## src/rtl/fir_result_sink.sv

```systemverilog
// fir_result_sink: requantizes signed filter output to 8 bits (arithmetic
// shift plus saturation) and buffers the result in a small FIFO with a
// valid/ready consumer port, occupancy output and sticky saturate/drop flags.
// Build option: define FIR_SINK_ROUND_EN for round-half-up before the shift;
// without it the shift truncates toward minus infinity.
module fir_result_sink #(
   parameter int IN_W  = 18,
   parameter int SHIFT = 7,
   parameter int DEPTH = 4
) (
   input  logic                      clk,
   input  logic                      reset,
   input  logic signed [IN_W-1:0]    y_in,
   input  logic                      in_valid,
   output logic signed [7:0]         out_data,
   output logic                      out_valid,
   input  logic                      out_ready,
   output logic [$clog2(DEPTH):0]    level,
   output logic                      sat_flag,
   output logic                      drop_flag,
   input  logic                      clr_flags
);

   localparam int PW = $clog2(DEPTH);
   localparam int LW = PW + 1;

   localparam logic signed [IN_W:0] Q_MAX = (IN_W+1)'(127);
   localparam logic signed [IN_W:0] Q_MIN = ~Q_MAX;  // -128
`ifdef FIR_SINK_ROUND_EN
   localparam logic signed [IN_W:0] RND_K = (IN_W+1)'(1) << (SHIFT - 1);
`endif

   // Datapath signals
   logic signed [IN_W:0] y_ext;
   logic signed [IN_W:0] y_adj;
   logic signed [IN_W:0] q_full;
   logic signed [7:0]    q8;
   logic                 q_sat;

   // Control signals
   logic                 fifo_full;
   logic                 fifo_empty;
   logic                 do_push;
   logic                 do_pop;
   logic                 do_drop;

   // State
   logic signed [7:0]    mem_q [DEPTH];
   logic signed [7:0]    mem_d [DEPTH];
   logic [PW-1:0]        wr_ptr_q, wr_ptr_d;
   logic [PW-1:0]        rd_ptr_q, rd_ptr_d;
   logic [LW-1:0]        level_q, level_d;
   logic                 sat_q, sat_d;
   logic                 drop_q, drop_d;

   // Requantize: sign-extend by one bit, optionally round, shift, saturate
   always_comb begin
      y_ext = {y_in[IN_W-1], y_in};
`ifdef FIR_SINK_ROUND_EN
      y_adj = y_ext + RND_K;
`else
      y_adj = y_ext;
`endif
      q_full = y_adj >>> SHIFT;
      q_sat  = 1'b0;
      q8     = q_full[7:0];
      if (q_full > Q_MAX) begin
         q8    = 8'sd127;
         q_sat = 1'b1;
      end else if (q_full < Q_MIN) begin
         q8    = -8'sd128;
         q_sat = 1'b1;
      end
   end

   // FIFO control: a pop on the same edge frees the slot for a push when full
   always_comb begin
      fifo_empty = (level_q == '0);
      fifo_full  = (level_q == LW'(DEPTH));
      do_pop     = !fifo_empty && out_ready;
      do_push    = in_valid && (!fifo_full || do_pop);
      do_drop    = in_valid && fifo_full && !do_pop;
   end

   // Next-state for storage, pointers, occupancy and sticky flags
   always_comb begin
      mem_d    = mem_q;
      wr_ptr_d = wr_ptr_q;
      rd_ptr_d = rd_ptr_q;
      level_d  = level_q;
      sat_d    = sat_q;
      drop_d   = drop_q;

      if (do_push) begin
         mem_d[wr_ptr_q] = q8;
         wr_ptr_d        = wr_ptr_q + PW'(1);
      end
      if (do_pop) begin
         rd_ptr_d = rd_ptr_q + PW'(1);
      end

      case ({do_push, do_pop})
         2'b10:   level_d = level_q + LW'(1);
         2'b01:   level_d = level_q - LW'(1);
         default: level_d = level_q;
      endcase

      if (do_push && q_sat) begin
         sat_d = 1'b1;
      end
      if (do_drop) begin
         drop_d = 1'b1;
      end
      if (clr_flags) begin
         sat_d  = 1'b0;
         drop_d = 1'b0;
      end
   end

   // State registers with asynchronous active-low reset
   always_ff @(posedge clk or negedge reset) begin
      if (!reset) begin
         for (int unsigned i = 0; i < DEPTH; i++) begin
            mem_q[i] <= '0;
         end
         wr_ptr_q <= '0;
         rd_ptr_q <= '0;
         level_q  <= '0;
         sat_q    <= 1'b0;
         drop_q   <= 1'b0;
      end else begin
         mem_q    <= mem_d;
         wr_ptr_q <= wr_ptr_d;
         rd_ptr_q <= rd_ptr_d;
         level_q  <= level_d;
         sat_q    <= sat_d;
         drop_q   <= drop_d;
      end
   end

   // Outputs are decoded from registers only, so reset clears them at once
   always_comb begin
      out_valid = !fifo_empty;
      out_data  = fifo_empty ? '0 : mem_q[rd_ptr_q];
      level     = level_q;
      sat_flag  = sat_q;
      drop_flag = drop_q;
   end

endmodule

```

## config.mk

```make
export PLATFORM = sky130hd
export DESIGN_NAME = fir_result_sink
export DESIGN_NICKNAME = d
export VERILOG_FILES = /design/src/rtl/fir_result_sink.sv
export SDC_FILE = /design/constraint.sdc
export NUM_CORES = 1
export LEC_CHECK = 0
export CAP_MARGIN = 20
export CELL_PAD_IN_SITES_DETAIL_PLACEMENT = 0
export CELL_PAD_IN_SITES_GLOBAL_PLACEMENT = 1
export CORE_MARGIN = 8
export CORE_UTILIZATION = 38
export DETAILED_ROUTE_END_ITERATION = 7
export PLACE_DENSITY_LB_ADDON = 0.1
export SLEW_MARGIN = 25
export SYNTH_ARGS = -nofsm -noshare
export SYNTH_HDL_FRONTEND = slang
export SYNTH_SLANG_ARGS = --single-unit
```

## constraint.sdc

```tcl
create_clock -name clk -period 2 [get_ports clk]
set_input_delay 0.2 -clock clk [delete_from_list [all_inputs] [get_ports clk]]
set_output_delay 0.2 -clock clk [all_outputs]
set_load 0.02 [all_outputs]
```

==> metrics.cfg <==
[status]
outcome = complete, but fails checks
violations = negative setup slack

[critical_path]
path_max_fanout = 4
cpPeakStageDelay_ns = 0.54
rr_startpoint = level[0]
end_kind = register
cp_common_cell = xor2_1
rr_worst_depth = 8
r2r_slack_ns = -0.07
worstSetupPathType = reg -> reg
required_ns = 2.21
r2r_end = level[2]
startpoint_type = register
crit_chain = or4b_4 > nand2_4 > ha_4 > inv_2 > fa_2 > xor2_1 > nor2_1 > xor2_1
path_buf_inv = 1
slowest_stage = or4b_4
cp.arrival_ns = 2.28
crit_family = simple AND/OR/NAND/NOR gates
startpoint = level[0]

[timing]
fmax_mhz = 483
fin_skew_ns = 0.00598
finalSetupViolations = 1
post-route-period-util_pct = 104
relSlewSlack_pct = 62.2
slew_violations = 0
rsz0062_at_grt = yes
fin_ws_ns = -0.0701
tightestPinTransition_ns = 0.566
min_period_ns = 2.07
timing_hold_violations_final = 0

[clock_network]
cts_made_buffers = 5
clockRootBuffer = clkbuf_8
clock_latency_ns = 0.29
path_clk_slew_ns = 0.07
clockBufferDepth = 2
cts_tree = built
cts_sinks = 41
h-tree-depth = 2

[pwr]
power.leakage_nw = 1.18
p_per_area_nw_per_um2 = 1520
vdd_drop_max_mv = 0.742
p_total_mw = 4.18

[die]
num_io_pins = 37
die_w_um = 90.9
rows = 27
start_util_pct = 39.0
coreArea_um2 = 5470
die_area_um2 = 8260
die_height_um = 90.9

[yosys]
syn_area_per_cell_um2 = 13.7
synth_ff_type = dfrtp_1
synth-seq-area-share_pct = 48.1
synth_edf_count = 0
ys_warn_count = 0
ys_types = 30
synth-seq-cells = 41
synth_area_um2 = 2130
synthCells = 156
async_flop_share_pct = 100
synth_nets = 185

[job]
cap_violations = 0

[final_layout]
fin_util_pct = 50.3
area_growth_pct = 29.0
nNetsFinal = 235
finalNonFillerCells = 279
drive_gt1_share_pct = 41.5
stdcell_area_um2 = 2750
n_antenna_cell = 0

[grt]
grt_max_degree = 24
grt_use_total_pct = 13.3
grt_pass1_wl_um = 8580
grt_pass1_vias = 1608
overflow = 0
antenna_found_initial = 0

[placed_design]
pre_cts_ws_ns = -0.322
gp_congestion = 0.741
io_buffers = 29
place_area_um2 = 2660
dp.cells = 268
dp_hpwl_um = 3880

[drt]
drt_pass1_iterations = 4
ant_nets = 0
wire_per_inst_um = 18.5
drt_iter0_drc = 51
routed_wl_um = 5170
drc = 0
vias_per_cell = 5.16
via_count = 1439

[worst_hold_path]
hp-class = in -> async

## cells in the final DEF (no fill, tap or decap), types with 2 or more instances in the layout
cell type | synthesis | routed
buf_12 | 0 | 3
buf_2 | 3 | 6
dfrtp_1 | 41 | 39
nor3_1 | 7 | 7
clkdlybuf4s50_1 | 0 | 19
inv_1 | 5 | 4
nor2_1 | 3 | 3
xor2_1 | 3 | 3
a21boi_0 | 7 | 7
buf_4 | 0 | 18
clkbuf_8 | 0 | 6
clkbuf_2 | 1 | 3
mux2_2 | 29 | 29
mux4_2 | 8 | 8
mux2_1 | 4 | 4
clkbuf_1 | 4 | 2
nand3_4 | 4 | 4
dfrtp_2 | 0 | 2
and2_1 | 9 | 8
nor4_1 | 7 | 7
ha_1 | 5 | 4
xnor2_1 | 3 | 3
## sequential cells by signal, summed over array words and instances (netlist names)
signal and count:
mem_q 32, rd_ptr_q 2, wr_ptr_q 2, drop_flag 1, level 3, sat_flag 1
## power breakdown
group          total, mW  internal (mW)  switching, mW  leakage [nW]
registers           1.44           1.22          0.222         0.503
clock network      0.547          0.281          0.266        0.0455
logic               2.19           1.20          0.987         0.634
## per-layer routing
metal | track usage [%] | share of wire [%] | up-vias
li1 | - | - | 667
met1 | 15.8 | 42 | 745
met2 | 23.1 | 54 | 27
met3 | 4.07 | 4.4 | 0
met4 | 2.86 | 0 | 0
met5 | 0 | 0 | -
## timing repair
action	4_1_cts	5_1_grt
hold endpoints to repair	22	0
gates resized for setup	23	9
setup buffers	1	1
cloned	0	0
setup endpoints to repair	10	10
hold buffers	1	0
pin swaps	3	0
## synth_stat cells (all sizes together), types with 3 or more instances
cell type / number / area [um2]
mux4: 8 / 180
ha: 5 / 62.6
nand3: 5 / 75.1
mux2: 33 / 372
inv: 5 / 18.8
dfrtp: 41 / 1030
nor3: 7 / 35.0
xor2: 3 / 26.3
nor2: 3 / 11.3
and2: 9 / 56.3
buf: 4 / 26.3
a21boi: 8 / 60.1
nor4: 7 / 43.8
clkbuf: 5 / 20.0
xnor2: 3 / 26.3
## metrics by stage
| stage | setup TNS [ns] | hold WS (ns) |
|---|---|---|
| global route | -0.175 | 0.477 |
| CTS | -0.0732 | 0.469 |
| global placement | -1.53 | 0.226 |
| finish | -0.0701 | 0.443 |
| detailed placement | -2.13 | 0.234 |
| floorplan | -0.279 | -0.0956 |
## cell families after synthesis
family,Yosys count,share of synthesized area (%)
xor gates and xnor gates,6,2.47
adders and majority gates,6,3.87
DFF,41,48.1
buffers and inverters,14,3.05
AOI/OAI and AO/OA,10,3.46
and+or+nand+nor,37,12.7
muxes,42,26.3
## worst max path at each step
stage,depth (start not counted),endpoint,slack [ns]
3_3_place_gp,9,level[2],-0.22
3_5_place_dp,9,level[2],-0.32
6_report,8,level[2],-0.07
2_1_floorplan,9,level[2],-0.20
5_1_grt,8,level[2],-0.17
4_1_cts,8,level[2],-0.07
## cell type report
class | count | area (um2)
Fill cell | 498 | 2720
Multi-Input combinational cell | 101 | 1060
Sequential cell | 41 | 1030
Timing Repair Buffer | 52 | 460
Clock buffer | 8 | 90.1
Tap cell | 72 | 90.1
Inverter | 5 | 18.8
Power figures use the tool's default switching activity.
